<file path="config.mk">
export PLATFORM = sky130hd
export DESIGN_NAME = dmi_dtm_master
export DESIGN_NICKNAME = d
export VERILOG_FILES = /design/src/rtl/dmi_dtm_master.sv
export SDC_FILE = /design/constraint.sdc
export NUM_CORES = 1
export LEC_CHECK = 0
export ABC_AREA = 1
export CAP_MARGIN = 20
export CORE_ASPECT_RATIO = 0.8
export CORE_MARGIN = 3
export CORE_UTILIZATION = 39
export DETAILED_ROUTE_END_ITERATION = 8
export PLACE_DENSITY = 0.87
export SETUP_SLACK_MARGIN = 0.2
export SKIP_LAST_GASP = 1
export SLEW_MARGIN = 20
export SYNTH_ARGS = -nofsm -noshare
export SYNTH_HDL_FRONTEND = slang
export SYNTH_SLANG_ARGS = --single-unit
</file>
<file path="constraint.sdc">
create_clock -name clk_i -period 1.3 [get_ports clk_i]
set_input_delay 0.26 -clock clk_i [delete_from_list [all_inputs] [get_ports clk_i]]
set_output_delay 0.26 -clock clk_i [all_outputs]
set_load 0.05 [all_outputs]
</file>
<file path="src/rtl/dmi_dtm_master.sv">
// dmi_dtm_master: DTM-side DMI requester that turns DR updates into dmi_req transactions
// and keeps the capture registers and sticky op status.
package dm;
    typedef enum logic [1:0] {
        DTM_NOP   = 2'd0,
        DTM_READ  = 2'd1,
        DTM_WRITE = 2'd2,
        DTM_RSVD  = 2'd3
    } dtm_op_e;
    typedef struct packed {
        logic [6:0]  addr;
        dtm_op_e     op;
        logic [31:0] data;
    } dmi_req_t;
    typedef struct packed {
        logic [31:0] data;
        logic [1:0]  resp;
    } dmi_resp_t;
endpackage

module dmi_dtm_master #(
    parameter int unsigned RespTimeout  = 0,
    parameter int unsigned TimeoutWidth = 16
) (
    input  logic         clk_i,
    input  logic         rst_i,
    input  logic         update_i,
    input  logic [1:0]   update_op_i,
    input  logic [6:0]   update_addr_i,
    input  logic [31:0]  update_data_i,
    input  logic         capture_i,
    input  logic         dmireset_i,
    input  logic         dmihardreset_i,
    output logic [6:0]   cap_addr_o,
    output logic [31:0]  cap_data_o,
    output logic [1:0]   cap_op_o,
    output logic         dmi_req_valid_o,
    input  logic         dmi_req_ready_i,
    output dm::dmi_req_t dmi_req_o,
    input  logic         dmi_resp_valid_i,
    output logic         dmi_resp_ready_o,
    input  dm::dmi_resp_t dmi_resp_i,
    output logic         busy_o
);
    typedef enum logic [1:0] {IDLE, REQ, WAIT, DRAIN} state_e;

    state_e                  state_q, state_d;
    dm::dmi_req_t            req_q, req_d;
    logic [1:0]              sticky_q, sticky_d, cap_op_q, cap_op_d;
    logic [31:0]             result_q, result_d, cap_data_q, cap_data_d;
    logic [6:0]              cap_addr_q, cap_addr_d;
    logic [TimeoutWidth-1:0] cnt_q, cnt_d, cnt_inc;
    logic                    busy, timeout, start;

    assign busy    = state_q != IDLE;
    assign cnt_inc = &cnt_q ? cnt_q : cnt_q + 1'b1;
    assign timeout = (RespTimeout != 0) && (cnt_inc >= TimeoutWidth'(RespTimeout));
    // dmireset in the same cycle as an update clears sticky early enough to let it through
    assign start   = update_i && !dmihardreset_i && (sticky_q == 2'd0 || dmireset_i) &&
                     (update_op_i == dm::DTM_READ || update_op_i == dm::DTM_WRITE);

    always_comb begin
        state_d    = state_q;
        req_d      = req_q;
        sticky_d   = sticky_q;
        result_d   = result_q;
        cnt_d      = cnt_q;
        cap_addr_d = cap_addr_q;
        cap_data_d = cap_data_q;
        cap_op_d   = cap_op_q;
        unique case (state_q)
            IDLE: if (start) begin
                req_d   = '{addr: update_addr_i, op: dm::dtm_op_e'(update_op_i), data: update_data_i};
                state_d = REQ;
            end
            REQ: if (dmihardreset_i) begin
                state_d = IDLE;
            end else if (dmi_req_ready_i) begin
                state_d = WAIT;
                cnt_d   = '0;
            end
            WAIT: begin
                cnt_d = cnt_inc;
                if (dmihardreset_i) begin
                    state_d = DRAIN;
                end else if (dmi_resp_valid_i) begin
                    state_d  = IDLE;
                    result_d = req_q.op == dm::DTM_READ ? dmi_resp_i.data : result_q;
                    sticky_d = (dmi_resp_i.resp != 2'd0 && sticky_q != 2'd3) ? 2'd2 : sticky_q;
                end else if (timeout) begin
                    state_d  = DRAIN;
                    sticky_d = sticky_q == 2'd3 ? 2'd3 : 2'd2;
                end
            end
            DRAIN: if (dmi_resp_valid_i) state_d = IDLE;
            default: state_d = IDLE;
        endcase
        if (capture_i) begin
            cap_addr_d = req_q.addr;
            cap_data_d = result_q;
            cap_op_d   = sticky_q != 2'd0 ? sticky_q : busy ? 2'd3 : 2'd0;
        end
        if (busy && (update_i || (capture_i && sticky_q == 2'd0))) sticky_d = 2'd3;
        if (dmireset_i || dmihardreset_i) sticky_d = 2'd0;
    end

    always_ff @(posedge clk_i) begin
        if (rst_i) begin
            state_q    <= IDLE;
            req_q      <= '0;
            sticky_q   <= '0;
            result_q   <= '0;
            cnt_q      <= '0;
            cap_addr_q <= '0;
            cap_data_q <= '0;
            cap_op_q   <= '0;
        end else begin
            state_q    <= state_d;
            req_q      <= req_d;
            sticky_q   <= sticky_d;
            result_q   <= result_d;
            cnt_q      <= cnt_d;
            cap_addr_q <= cap_addr_d;
            cap_data_q <= cap_data_d;
            cap_op_q   <= cap_op_d;
        end
    end

    assign dmi_req_valid_o  = state_q == REQ;
    assign dmi_resp_ready_o = state_q == WAIT || state_q == DRAIN;
    assign dmi_req_o        = req_q;
    assign busy_o           = busy;
    assign cap_addr_o       = cap_addr_q;
    assign cap_data_o       = cap_data_q;
    assign cap_op_o         = cap_op_q;
endmodule

</file>
# Yosys cells after proc, flatten, opt, wreduce, memory -nomap -nowiden
# Index checks and enable logic that the tools add are counted.
[op_classes]
eq_ne = 10
mux = 13
n_bitwise = 1
reduce_logical = 25
[op_table]
columns = ["operator", "count"]
rows = [
  ["$mux W2", 12],
  ["$reduce_bool A2 Y1", 6],
  ["$pmux W2 S4", 1],
  ["$reduce_and A4 Y1", 2],
  ["$eq A2 B1 Y1 const B", 3],
  ["$eq A2 B2 Y1 const B", 3],
  ["$logic_and A1 B1 Y1", 6],
  ["$logic_or A1 B1 Y1", 5],
  ["$logic_not A2 Y1", 2],
  ["$ne A2 B2 Y1 const B", 2],
  ["$reduce_and A2 Y1", 2],
  ["$ne A3 B2 Y1 const B", 1],
  ["$ne A2 B1 Y1 const B", 1],
  ["$reduce_or A2 Y1", 1],
  ["$logic_not A1 Y1", 1],
  ["$not A1 Y1", 1],
]
[word_totals]
ff_bits = 118
inputBits = 83
out_inout_bits = 85
word_cells = 58

# Depth between registers and ports, before layout
[logic_depth]
depth_word = 7
mapped_depth = 8
depth_no_buf = 7

# Worst setup path after synthesis
# No wires, ideal clock.
[synth_timing]
path_type = "reg2reg"
startpoint = "register state_q[0]"
endpoint = "register state_q[1]"
setup_ns = 0.128
arrival_time_ns = 1.493
t_required_ns = 1.172
slack_ns = -0.321
path_stages_with_launch = 8
path_buffers = 0
period_less_slack_ns = 1.621
cell_sequence = "dfxtp_1 inv_2 nor2_1 nand2_1 nor2_1 a21oi_1 nand2_1 nor2_1"
[synth_via]
elab_chain_cells = 3
elab_cells_between_ends = 8
cone_classes = "eq/ne: 5; mux: 1; reduce/logical: 2"
[synth_lines]
columns = ["element", "line_no", "text"]
rows = [
  ["start, declared", "47", "state_e state_q, state_d;"],
  ["start signal, assigned", "118", "state_q <= state_d;"],
  ["$eq A2 B1 Y1 *", "-", ""],
  ["via dmi_req_valid_o", "37", "output logic dmi_req_valid_o,"],
  ["$ne A3 B2 Y1 (no line)", "-", ""],
  ["$reduce_and A2 Y1 (no line)", "-", ""],
]
# Mark *: on every way through the listed nets, which the timed path passes. The rest lies on a longest branch.
# A chain may end at the register's enable or synchronous reset.

# Final worst setup path
[layout_timing]
startpoint = "register state_q[0]"
endpoint = "output dmi_req_valid_o"
[layout_via]
elab_chain_cells = 1
[layout_lines]
columns = ["element", "line_no"]
rows = [
  ["$eq A2 B1 Y1", "-"],
  ["end, declared", "37"],
]
# Every way passes these cells.

==> results.py <==
metrics = {
    "grt": {
        "grt_pass1_wl_um": 25800,
        "grt_max_degree": 39,
        "overflow": 0,
        "grt_use_total_pct": 27.1,
        "antenna_found_initial": 0,
        "first_global_vias": 5040,
    },
    "synthesis": {
        "synth.distinct_cells": 26,
        "yosysTopAreaCellShare_pct": 54.7,
        "yosys_most_used_dff": "dfxtp_1",
        "synth_most_common_cell": "nor2_1",
        "synth_area_leaders": "dfxtp_1 (55%), nor2_1 (14%), o21ai_0 (8.9%)",
        "syn_area_um2": 4320,
        "yosysSeqAreaShare_pct": 54.7,
        "synth_top_cell_by_area": "dfxtp_1",
        "synth_nets": 628,
        "syn_area_per_cell_um2": 7.92,
        "synth_cells": 545,
        "synth_common_cells": "nor2_1 (165), dfxtp_1 (118), o21ai_0 (77)",
        "async_reset_ff_share_pct": 0,
        "synth_seq_cells": 118,
        "yosysWarnings": 0,
        "synth_edf_count": 0,
    },
    "clock_tree": {
        "hold_buffers": 0,
        "clockRootBuffer": "clkbuf_16",
        "htreeDepth": 4,
        "clock_sinks": 118,
        "clkSlewWorstSetupHoldPaths_ns": 0.06,
        "cts_max_path_buffers": 2,
        "cts_tree": "done",
        "cts_buffers": 17,
        "insertion_delay_ns": 0.42,
    },
    "worst_setup_path": {
        "worstPathArrival_ns": 1.18,
        "worstPathRequired_ns": 1.04,
        "cp_max_fo": 5,
        "cp_slowest_cell": "dfxtp_2",
        "end_kind": "output pin",
        "startpoint_type": "flop",
        "worstSetupPathType": "reg -> out",
        "crit_chain": "clkinv_4 -> nor2_4 -> buf_12",
        "slowest_delay_ns": 0.36,
    },
    "timing": {
        "setup_ws_ns": -0.138,
        "fin_crit_sh_pct": 111,
        "grt_setup_unrepaired": "yes",
        "fmax_ghz": 0.695,
        "skew_ns": 0.00827,
        "hold_violations": 0,
        "drv_slew": 0,
        "setup_viol": 78,
        "fin_hold_ws_ns": 0.268,
        "slew_headroom_pct": 63.4,
        "worst_pin_slew_ns": 0.549,
        "fin_crit_ns": 1.44,
    },
    "final_layout": {
        "drive_gt1_share_pct": 47.1,
        "final_area_um2": 8820,
        "n_fill_cell": 524,
        "syn_to_final_growth_pct": 104,
        "antenna_cells": 0,
        "fin_nets": 850,
    },
    "min_path": {
        "hp-class": "in -> reg",
    },
    "placement": {
        "gp_congestion": 0.816,
        "portBuffers": 167,
        "postPlaceCellArea_um2": 7190,
        "dpl.hpwl_um": 10100,
    },
    "die": {
        "die_width_um": 124,
        "rows": 33,
        "core-area_um2": 10500,
        "dieHeight_um": 100,
        "io_pins": 168,
        "start_util_pct": 41.0,
        "die_area_um2": 12400,
    },
    "status": {
        "violations": "negative setup slack",
        "status": "finished with violations",
    },
    "pwr": {
        "power_leakage_nw": 3.37,
        "vdd.ir_drop.worst_mv": 0.981,
        "power.density_nw_per_um2": 1220,
    },
    "drt": {
        "antenna_left": 0,
        "drt_iter0_drc": 410,
        "viasPerCell": 5.40,
        "vias": 4965,
        "drc": 0,
        "wl_um": 18500,
        "dr.pass1.iters": 5,
        "wl_per_cell_um": 20.1,
    },
    "job": {
        "max-cap-violations": 0,
    },
}
==> final cells by class <==
class / count / area (um^2) / area share (%)
clock inverters: 15 / 154 / 1.74
flip-flops and latches: 118 / 2510 / 28.5
well taps: 140 / 175 / 1.98
inverters: 10 / 52.6 / 0.595
multi-input cells: 382 / 2140 / 24.2
clock buffers: 17 / 425 / 4.82
repair buffers: 238 / 3370 / 38.2
==> final timing paths <==
check / end / depth (start not counted) / from / slack (ns)
worst max-delay path: dmi_req_valid_o / 3 / state_q[0] / -0.14
worst min-delay path: dmi_req_o[32] / 4 / update_op_i[0] / 0.27
worst max register to register: result_q[24] / 9 / state_q[0] / -0.13
worst min register to register: result_q[0] / 2 / result_q[0] / 0.47
==> flip-flops by register name (all words and copies together) (netlist names) <==
signal / cells
sticky_q: 2
cap_op_o: 2
state_q: 2
cap_addr_o: 7
cap_data_o: 32
result_q: 32
dmi_req_o: 41
==> power breakdown <==
part           switching, mW  internal, mW  leakage [nW]
logic                   1.14          1.09          2.09
clock network           1.78          2.82         0.272
registers              0.174          3.78          1.00
total                   3.09          7.70          3.37
==> routing by layer <==
metal / up-vias / GRT usage, % / routed length, um
li1: 2236 / - / -
met1: 2410 / 29.2 / 6560
met2: 271 / 49.1 / 9700
met3: 48 / 8.17 / 1640
met4: 0 / 10.9 / 552
met5: - / 0 / 0
==> critical path, delay by kind of cell (launching register included) <==
| kind | cells | cell delay [ns] |
|---|---|---|
| simple gates | 1 | 0.16 |
| flops | 1 | 0.36 |
| buf+inv | 2 | 0.26 |
==> logic make-up (layout without fill, tap and decap cells) <==
| logic type | Yosys count | count (layout) | share of synthesized area, % |
|---|---|---|---|
| AND/OR/NAND/NOR | 255 | 258 | 24.5 |
| AO/OA/AOI/OAI | 124 | 124 | 14.5 |
| flip-flops | 118 | 118 | 54.7 |
| buffers and inverters | 48 | 280 | 6.26 |
==> layout by cell type, fill, tap and decap left out, drive strengths merged <==
cell type,synthesis,final
a21oi,39,39
a31oi,2,2
buf,12,154
bufinv,0,2
clkbuf,25,19
clkdlybuf4s50,0,78
clkinv,0,5
clkinvlp,0,5
dfxtp,118,118
dlygate4sd2,0,1
dlymetal6s2s,0,3
inv,10,13
nand2,47,50
nand3,38,38
nand4,1,1
nor2,167,167
nor3,2,2
o211ai,1,1
o21ai,82,82
==> metrics by stage <==
step,util (%),instances,setup WS [ns],setup TNS (ns),power (mW)
2_1_floorplan,-,545,0.00828,0,4.87
3_3_place_gp,68.3,846,-0.441,-32.31,5.96
3_5_place_dp,68.3,846,-0.530,-36.63,6.02
4_1_cts,80.9,911,-0.136,-4.97,10.7
5_1_grt,83.8,920,-0.185,-9.44,11.1
6_report,83.8,920,-0.138,-5.05,10.8
==> repair_timing <==
item                                    CTS  global route
buffers inserted                         27             7
gates resized for setup                 153            60
endpoints found under the setup margin  162           164
pin swaps                                28            12
cloned                                    6             2
Power figures use the tool's default switching activity.
